[config.mk]
export PLATFORM = sky130hd
export DESIGN_NAME = fetch_sequencer
export DESIGN_NICKNAME = d
export VERILOG_FILES = /design/src/rtl/fetch_sequencer.sv
export SDC_FILE = /design/constraint.sdc
export NUM_CORES = 1
export LEC_CHECK = 0
export ABC_CLOCK_PERIOD_IN_PS = 2200
export BUFFER_PORTS_ARGS = -buffer_cell sky130_fd_sc_hd__buf_2
export CELL_PAD_IN_SITES_DETAIL_PLACEMENT = 1
export CELL_PAD_IN_SITES_GLOBAL_PLACEMENT = 2
export CORE_MARGIN = 2
export CORE_UTILIZATION = 30
export CTS_CLUSTER_SIZE = 30
export DETAILED_ROUTE_END_ITERATION = 6
export PLACE_DENSITY_LB_ADDON = 0.08
export SYNTH_ARGS = -nofsm -noshare
export SYNTH_HDL_FRONTEND = slang
export SYNTH_SLANG_ARGS = --single-unit
[constraint.sdc]
create_clock -name clk -period 2.2 [get_ports clk]
set_input_delay 0.44 -clock clk [delete_from_list [all_inputs] [get_ports clk]]
set_output_delay 0.44 -clock clk [all_outputs]
set_load 0.05 [all_outputs]
[src/rtl/fetch_sequencer.sv]
// Fetch-side sequencer: drives the fetch port, decodes returned words,
// resolves jumps/branches locally and forwards ALU ops to execute.
module fetch_sequencer #(
  parameter int PC_W = 12
) (
  input  logic            clk,
  input  logic            reset,
  output logic            en_pc,
  output logic            en_new_pc,
  output logic [PC_W-1:0] new_pc,
  input  logic [15:0]     instruction,
  input  logic            zero_flag,
  input  logic            exec_busy,
  output logic            op_valid,
  input  logic            op_ready,
  output logic [3:0]      op_code,
  output logic [3:0]      op_rd,
  output logic [3:0]      op_rs,
  output logic [3:0]      op_rt,
  output logic [PC_W-1:0] op_pc,
  output logic            halted
);

  typedef enum logic [2:0] {
    FETCH,
    DECODE,
    ISSUE,
    REDIRECT,
    HALTED
  } state_t;

  state_t          state;
  logic [PC_W-1:0] spc;
  logic [PC_W-1:0] cur_pc;
  logic [PC_W-1:0] target;
  logic [3:0]      opc;
  logic            is_alu;
  logic            is_jmp;
  logic            is_br;
  logic            is_hlt;
  logic            taken;

  assign opc    = instruction[15:12];
  assign target = PC_W'(instruction[11:0]);
  assign is_alu = (opc >= 4'h1) && (opc <= 4'h9);
  assign is_jmp = (opc == 4'hA);
  assign is_br  = (opc == 4'hB) || (opc == 4'hC);
  assign is_hlt = (opc == 4'hF);
  assign taken  = (opc == 4'hB) ? zero_flag : ~zero_flag;

  always_ff @(posedge clk or posedge reset) begin
    if (reset) begin
      state     <= FETCH;
      spc       <= '0;
      cur_pc    <= '0;
      en_pc     <= 1'b0;
      en_new_pc <= 1'b0;
      new_pc    <= '0;
      op_valid  <= 1'b0;
      op_code   <= '0;
      op_rd     <= '0;
      op_rs     <= '0;
      op_rt     <= '0;
      op_pc     <= '0;
      halted    <= 1'b0;
    end else begin
      en_pc     <= 1'b0;
      en_new_pc <= 1'b0;
      unique case (state)
        FETCH: begin
          // en_pc low here only right after reset: raise it first
          if (en_pc) begin
            state  <= DECODE;
            cur_pc <= spc;
            spc    <= spc + PC_W'(1);
          end else begin
            en_pc <= 1'b1;
          end
        end
        DECODE: begin
          unique case (1'b1)
            is_alu: begin
              state    <= ISSUE;
              op_valid <= 1'b1;
              op_code  <= opc;
              op_rd    <= instruction[11:8];
              op_rs    <= instruction[7:4];
              op_rt    <= instruction[3:0];
              op_pc    <= cur_pc;
            end
            is_jmp: begin
              state     <= REDIRECT;
              en_new_pc <= 1'b1;
              new_pc    <= target;
            end
            is_br: begin
              if (!exec_busy) begin
                if (taken) begin
                  state     <= REDIRECT;
                  en_new_pc <= 1'b1;
                  new_pc    <= target;
                end else begin
                  state <= FETCH;
                  en_pc <= 1'b1;
                end
              end
            end
            is_hlt: begin
              state  <= HALTED;
              halted <= 1'b1;
            end
            default: begin
              state <= FETCH;
              en_pc <= 1'b1;
            end
          endcase
        end
        ISSUE: begin
          if (op_ready) begin
            state    <= FETCH;
            op_valid <= 1'b0;
            en_pc    <= 1'b1;
          end
        end
        REDIRECT: begin
          state <= FETCH;
          spc   <= new_pc;
          en_pc <= 1'b1;
        end
        HALTED: begin
          state <= HALTED;
        end
        default: begin
          state <= FETCH;
        end
      endcase
    end
  end

endmodule

# Yosys cells after proc, flatten, opt, wreduce, memory -nomap -nowiden
# Cells that the tools add are included.
op_classes:
  n_addsub: 1
  order_cmp: 2
  eq_ne: 14
  bitwise: 1
  muxes: 25
  reduce_logical: 14
ops:
  columns: ["cell", "count"]
  rows:
  - ["12-bit case mux with 2 select lines", 2]
  - ["12-bit 2-to-1 mux", 3]
  - ["3-bit case mux with 4 select lines", 2]
  - ["4-bit equality test (second input constant)", 4]
  - ["12-bit by 1-bit adder with 12-bit output (second input constant)", 1]
  - ["1-bit 2-to-1 mux", 10]
  - ["3-bit 2-to-1 mux", 3]
  - ["2-bit inequality test (second input constant)", 4]
  - ["2-bit AND reduction", 4]
  - ["3-bit by 2-bit equality test with 1-bit output (second input constant)", 2]
  - ["1-bit case mux with 2 select lines", 3]
  - ["3-bit AND reduction", 2]
  - ["2-bit nonzero test", 3]
  - ["4-bit by 1-bit greater-or-equal comparator with 1-bit output (second input constant)", 1]
  - ["4-bit <= comparator (second input constant)", 1]
  - ["1-bit case mux with 4 select lines", 1]
  - ["4-bit AND reduction", 1]
  - ["3-bit by 1-bit equality test with 1-bit output (second input constant)", 1]
  - ["3-bit equality test (second input constant)", 1]
  - ["3-bit logical NOT", 1]
  - ["3-bit inequality test (second input constant)", 1]
  - ["3-bit OR reduction", 1]
  - ["2-bit 2-to-1 mux", 1]
  - ["2-bit by 1-bit inequality test with 1-bit output (second input constant)", 1]
  - ["3 further kinds", 3]
word_totals:
  elab_cells: 70
  in_bits: 21
  regBits: 71

# Longest topological paths before layout
logic_depth:
  depth_word: 6
  ltp_mapped: 7
  mapped_depth_nobuf: 5

# Worst setup path before layout
# Ideal clock, no wire load.
synth_timing:
  kind: "register to register"
  start: "register en_pc"
  end: "register spc[9]"
  n_path_buf: 1
  t_required_ns: 2.131
  stages_incl_launch_ff: 5
  setup_time_ns: 0.069
  period_less_slack_ns: 1.882
  arrival_ns: 1.813
  slack_ns: 0.318
  path_cell_list: "dfrtp_1 -> or4b_1 -> clkbuf_2 -> or4_1 -> nand3_1"
synth_via:
  elab_chain_len: 2
synth_lines:
  columns: ["element", "line", "rtl"]
  rows:
  - ["from (decl)", "8", "output logic en_pc,"]
  - ["from (signal assigned)", "56", "en_pc <= 1'b0;"]
  - ["from (signal assigned)", "67", "en_pc <= 1'b0;"]
  - ["from (signal assigned)", "77", "en_pc <= 1'b1;"]
  - ["2-bit inequality test (no source line)", null, null]
  - ["2-bit AND reduction (no source line)", null, null]
  - ["to (signal assigned)", "75", "spc <= spc + PC_W'(1);"]
  - ["to (signal assigned)", "127", "spc <= new_pc;"]
  - ["to (decl)", "33", "logic [PC_W-1:0] spc;"]
# No other way between the ends.
# A chain may end at the register's enable or synchronous reset.

# Worst setup path after layout
layout_timing:
  start: "register state[2]"
  end: "register spc[3]"
layout_via:
  elab_chain_len: 3
layout_lines:
  columns: ["element", "line", "rtl"]
  rows:
  - ["from (decl)", "32", "state_t state;"]
  - ["from (signal assigned)", "53", "state <= FETCH;"]
  - ["from (signal assigned)", "73", "state <= DECODE;"]
  - ["from (signal assigned)", "83", "state <= ISSUE;"]
  - ["3-bit by 2-bit equality test with 1-bit output or 3-bit logical NOT (tied branches)", "69", "unique case (state)"]
  - ["2-bit nonzero test (no source line) or 2-bit inequality test (tied branches)", null, null]
  - ["2-bit AND reduction (no source line)", null, null]
# Parallel ways exist; a longest one is shown, timed or not.

==> key figures <==
Place
  – GPL Wtd Cong: between 0.7 and 0.8
  – Worst slack at placement: roughly 0.24 ns
  – Port Buffers: 64
  – Placed wire-length estimate: between 5000 and 6000 um

Synthesis
  – Most common cell in the synthesized netlist: dfrtp_1
  – Synthesized net count: 291
  – Dominant cell type by area after synthesis: dfrtp_1
  – Seq cells post-synth: between 70 and 80
  – Syn_area_per_cell: around 12 um^2
  – Top cells by area, synth: dfrtp_1 56%, mux2_2 8.8%, nand2_1 6.4%
  – Netlist Area Pre-Place: 0.00319 mm^2
  – Number of synthesis warnings: 0
  – Post-synth EDFFs: 0
  – Unique cell type count in the Yosys netlist: 52
  – Commonest cells in the netlist: 71 x dfrtp_1, 54 x nand2_1, 25 x mux2_2, 11 x o21ai_0, 9 x mux2_4
  – Share of flip-flops with an asynchronous set or reset: 100%
  – Synth top area share: about 56%
  – Synth Flop Type: dfrtp_1
  – Fraction of the yosys area taken by sequential cells: 55.7%
  – Number of cells produced by synthesis: 269

Pwr
  – Pwr Density: approximately 1800 mW/mm^2
  – Leak: a little under 2 nW
  – Maximum VDD drop: 0.953 mV

Clocking
  – CTS H-tree lvls: 3
  – Reg clk slew, reported paths: about 0.09 ns
  – Clock latency on the worst-skew pair: roughly 0.35 ns
  – CTS tree: built
  – Clock Sinks: ~70
  – CTS Hold Bufs: 0
  – Num CTS Buffers: 9
  – Root Driver: clkbuf_8
  – Worst-case clock buffer depth: 2
  – Postcts setup bufs: 0
  – Post_cts resized: 0

STA
  – Worst-margin pin slew: between 0.4 and 0.5 ns
  – Slew margin rel.: between 60% and 70%
  – Fin Setup TNS: 0 ns
  – Tcrit/Tclk final: between 80% and 90%
  – Final worst slack: 0.295 ns
  – Post-layout minimum cycle time: between 1.5 and 2 ns
  – Fmax: ~520 MHz
  – Final-report max-slew violation count: 0
  – Fin. Hold Viols: 0
  – Setup Skew: 0.00905 ns
  – RSZ-0062 raised after global routing: no
  – Setup-failing EPs final: 0

Worst setup path
  – Crit-path max FO: 20
  – Worst R2R Path Depth: 3
  – Type of origin of the critical path: flip-flop
  – Crit path DAT: between 2 and 2.5 ns
  – Required time of the critical path: about 2.4 ns
  – CP endpoint kind: flip-flop
  – WS Path Type: reg2reg

Worst hold path
  – Worst Hold Class: in2async

Layout
  – Sequential Area: 0.00178 mm^2
  – Area Growth Syn to Fin: 23.6%
  – Filler cells: 1160
  – Area of the multi-input gates: roughly 0.0013 mm^2
  – Share of post-route cells with drive strength above 1: between 30 and 40%
  – Post-layout net count: 359
  – Antenna diodes: 0

Global route
  – Vias in the first global route: 2364
  – GR Overflow Total: 0
  – Antenna violations before repair: 0
  – Global-route wire length before repair: approximately 13000 um
  – Largest net degree at the start of global routing: 72
  – GRT Total Usage: roughly 14%

Routing
  – Average wire per standard cell: about 16 um
  – Via count: between 2000 and 2500
  – DRC viols: 0
  – WL final: about 7400 um
  – First-pass iteration count of the detailed router: 4
  – Remaining antenna violation count: 0
  – DR vias/cell: about 4.8
  – Starting DRC count in detailed routing: 56

Die
  – DIE WIDTH: 107 um
  – Die H: 107 um
  – Die area: ~0.011 mm^2
  – Core area: 0.0103 mm^2
  – Initial core utilization: roughly 31%
  – IO Count: 65
  – # rows: 37

Job
  – Max-capacitance violation count: 0

Run status
  – Outcome: completed
## flip-flops by register name, indices dropped and copies added (netlist names)
| name | cells |
|---|---|
| cur_pc | 12 |
| en_new_pc | 1 |
| en_pc | 1 |
| halted | 1 |
| new_pc | 12 |
| op_code | 4 |
| op_pc | 12 |
| op_rd | 4 |
| op_rs | 4 |
| op_rt | 4 |
| op_valid | 1 |
| spc | 12 |
| state | 3 |
## where the power goes
group	internal (mW)	switching (mW)	total, mW
clock network	0.772	0.556	1.33
logic	1.06	2.22	3.28
registers	1.88	0.457	2.34
total	3.71	3.23	6.94
## critical path, stage by stage, from the launching register on
cell	delay, ns
dfrtp_1	0.47
or4b_1	0.70
buf_4	0.27
o311ai_0	0.35
## path summary, 6_finish.rpt
kind | from | end | slack [ns]
worst max-delay path | state[2]$_DFFE_PP0P_ | spc[3]$_DFFE_PP0P_ | 0.30
worst min-delay path | reset | op_pc[11]$_DFFE_PP0P_ | 0.17
worst max register to register | state[2]$_DFFE_PP0P_ | spc[3]$_DFFE_PP0P_ | 0.30
worst min register to register | halted$_DFFE_PP0P_ | halted$_DFFE_PP0P_ | 0.48
max in group asynchronous | reset | new_pc[11]$_DFFE_PP0P_ | 1.67
min in group clk | instruction[0] | new_pc[0]$_DFFE_PP0P_ | 0.32
## metrics by stage
| step | utilization, % | power (mW) | hold WS (ns) | instance area, um^2 | std cells |
|---|---|---|---|---|---|
| finish | 38.2 | 6.94 | 0.174 | 3940 | 478 |
| global route | 38.2 | 7.39 | 0.201 | 3940 | 478 |
| CTS | 38.2 | 7.06 | 0.201 | 3940 | 478 |
| detailed placement | 35.8 | 5.71 | 0.463 | 3690 | 462 |
| global placement | 35.8 | 5.68 | 0.454 | 3690 | 462 |
| floorplan | - | 4.84 | 0.442 | 3190 | 269 |
## routing by layer
metal,vias to the layer above,global-route usage (%),routed length (um)
met4,0,5.01,99
li1,1098,-,-
met2,48,20.9,3330
met1,1129,20.2,3730
met5,-,0,0
met3,9,2.86,252
## cell usage in the layout (no fill, tap or decap), types with 2 or more instances in the layout
| cell type | count |
|---|---|
| a21oi_1 | 3 |
| a221o_1 | 4 |
| a31oi_1 | 4 |
| and3_1 | 3 |
| buf_12 | 4 |
| buf_2 | 64 |
| buf_4 | 7 |
| bufinv_16 | 3 |
| clkbuf_8 | 9 |
| dfrtp_1 | 71 |
| inv_6 | 2 |
| mux2_1 | 6 |
| mux2_2 | 25 |
| mux2_4 | 9 |
| nand2_1 | 54 |
| nand3_1 | 3 |
| nand3b_1 | 2 |
| nand4_1 | 3 |
| nor2_1 | 7 |
| nor3_1 | 5 |
| nor3b_1 | 3 |
| o211ai_1 | 4 |
| o21a_1 | 2 |
| o21ai_0 | 11 |
| o311ai_0 | 3 |
| o311ai_1 | 2 |
## area by class of cell
class / instances / share of cell area [%]
clock buffer: 9 / 3.14
clock inverter: 7 / 3.24
inverter: 2 / 0.286
multi-input combinational: 178 / 32.5
sequential: 71 / 45.1
tap: 136 / 4.31
timing repair buffer: 75 / 11.5
## logic make-up after synthesis
logic type                 synth area share [%]
xor gates and xnor gates                  0.275
buffers and inverters                      4.16
AOI/OAI and AO/OA                          8.82
DFF                                        55.7
muxes                                      15.5
adders and majority gates                 0.392
and+or+nand+nor                            15.2
Note: power is estimated with default switching activity, not from simulation.
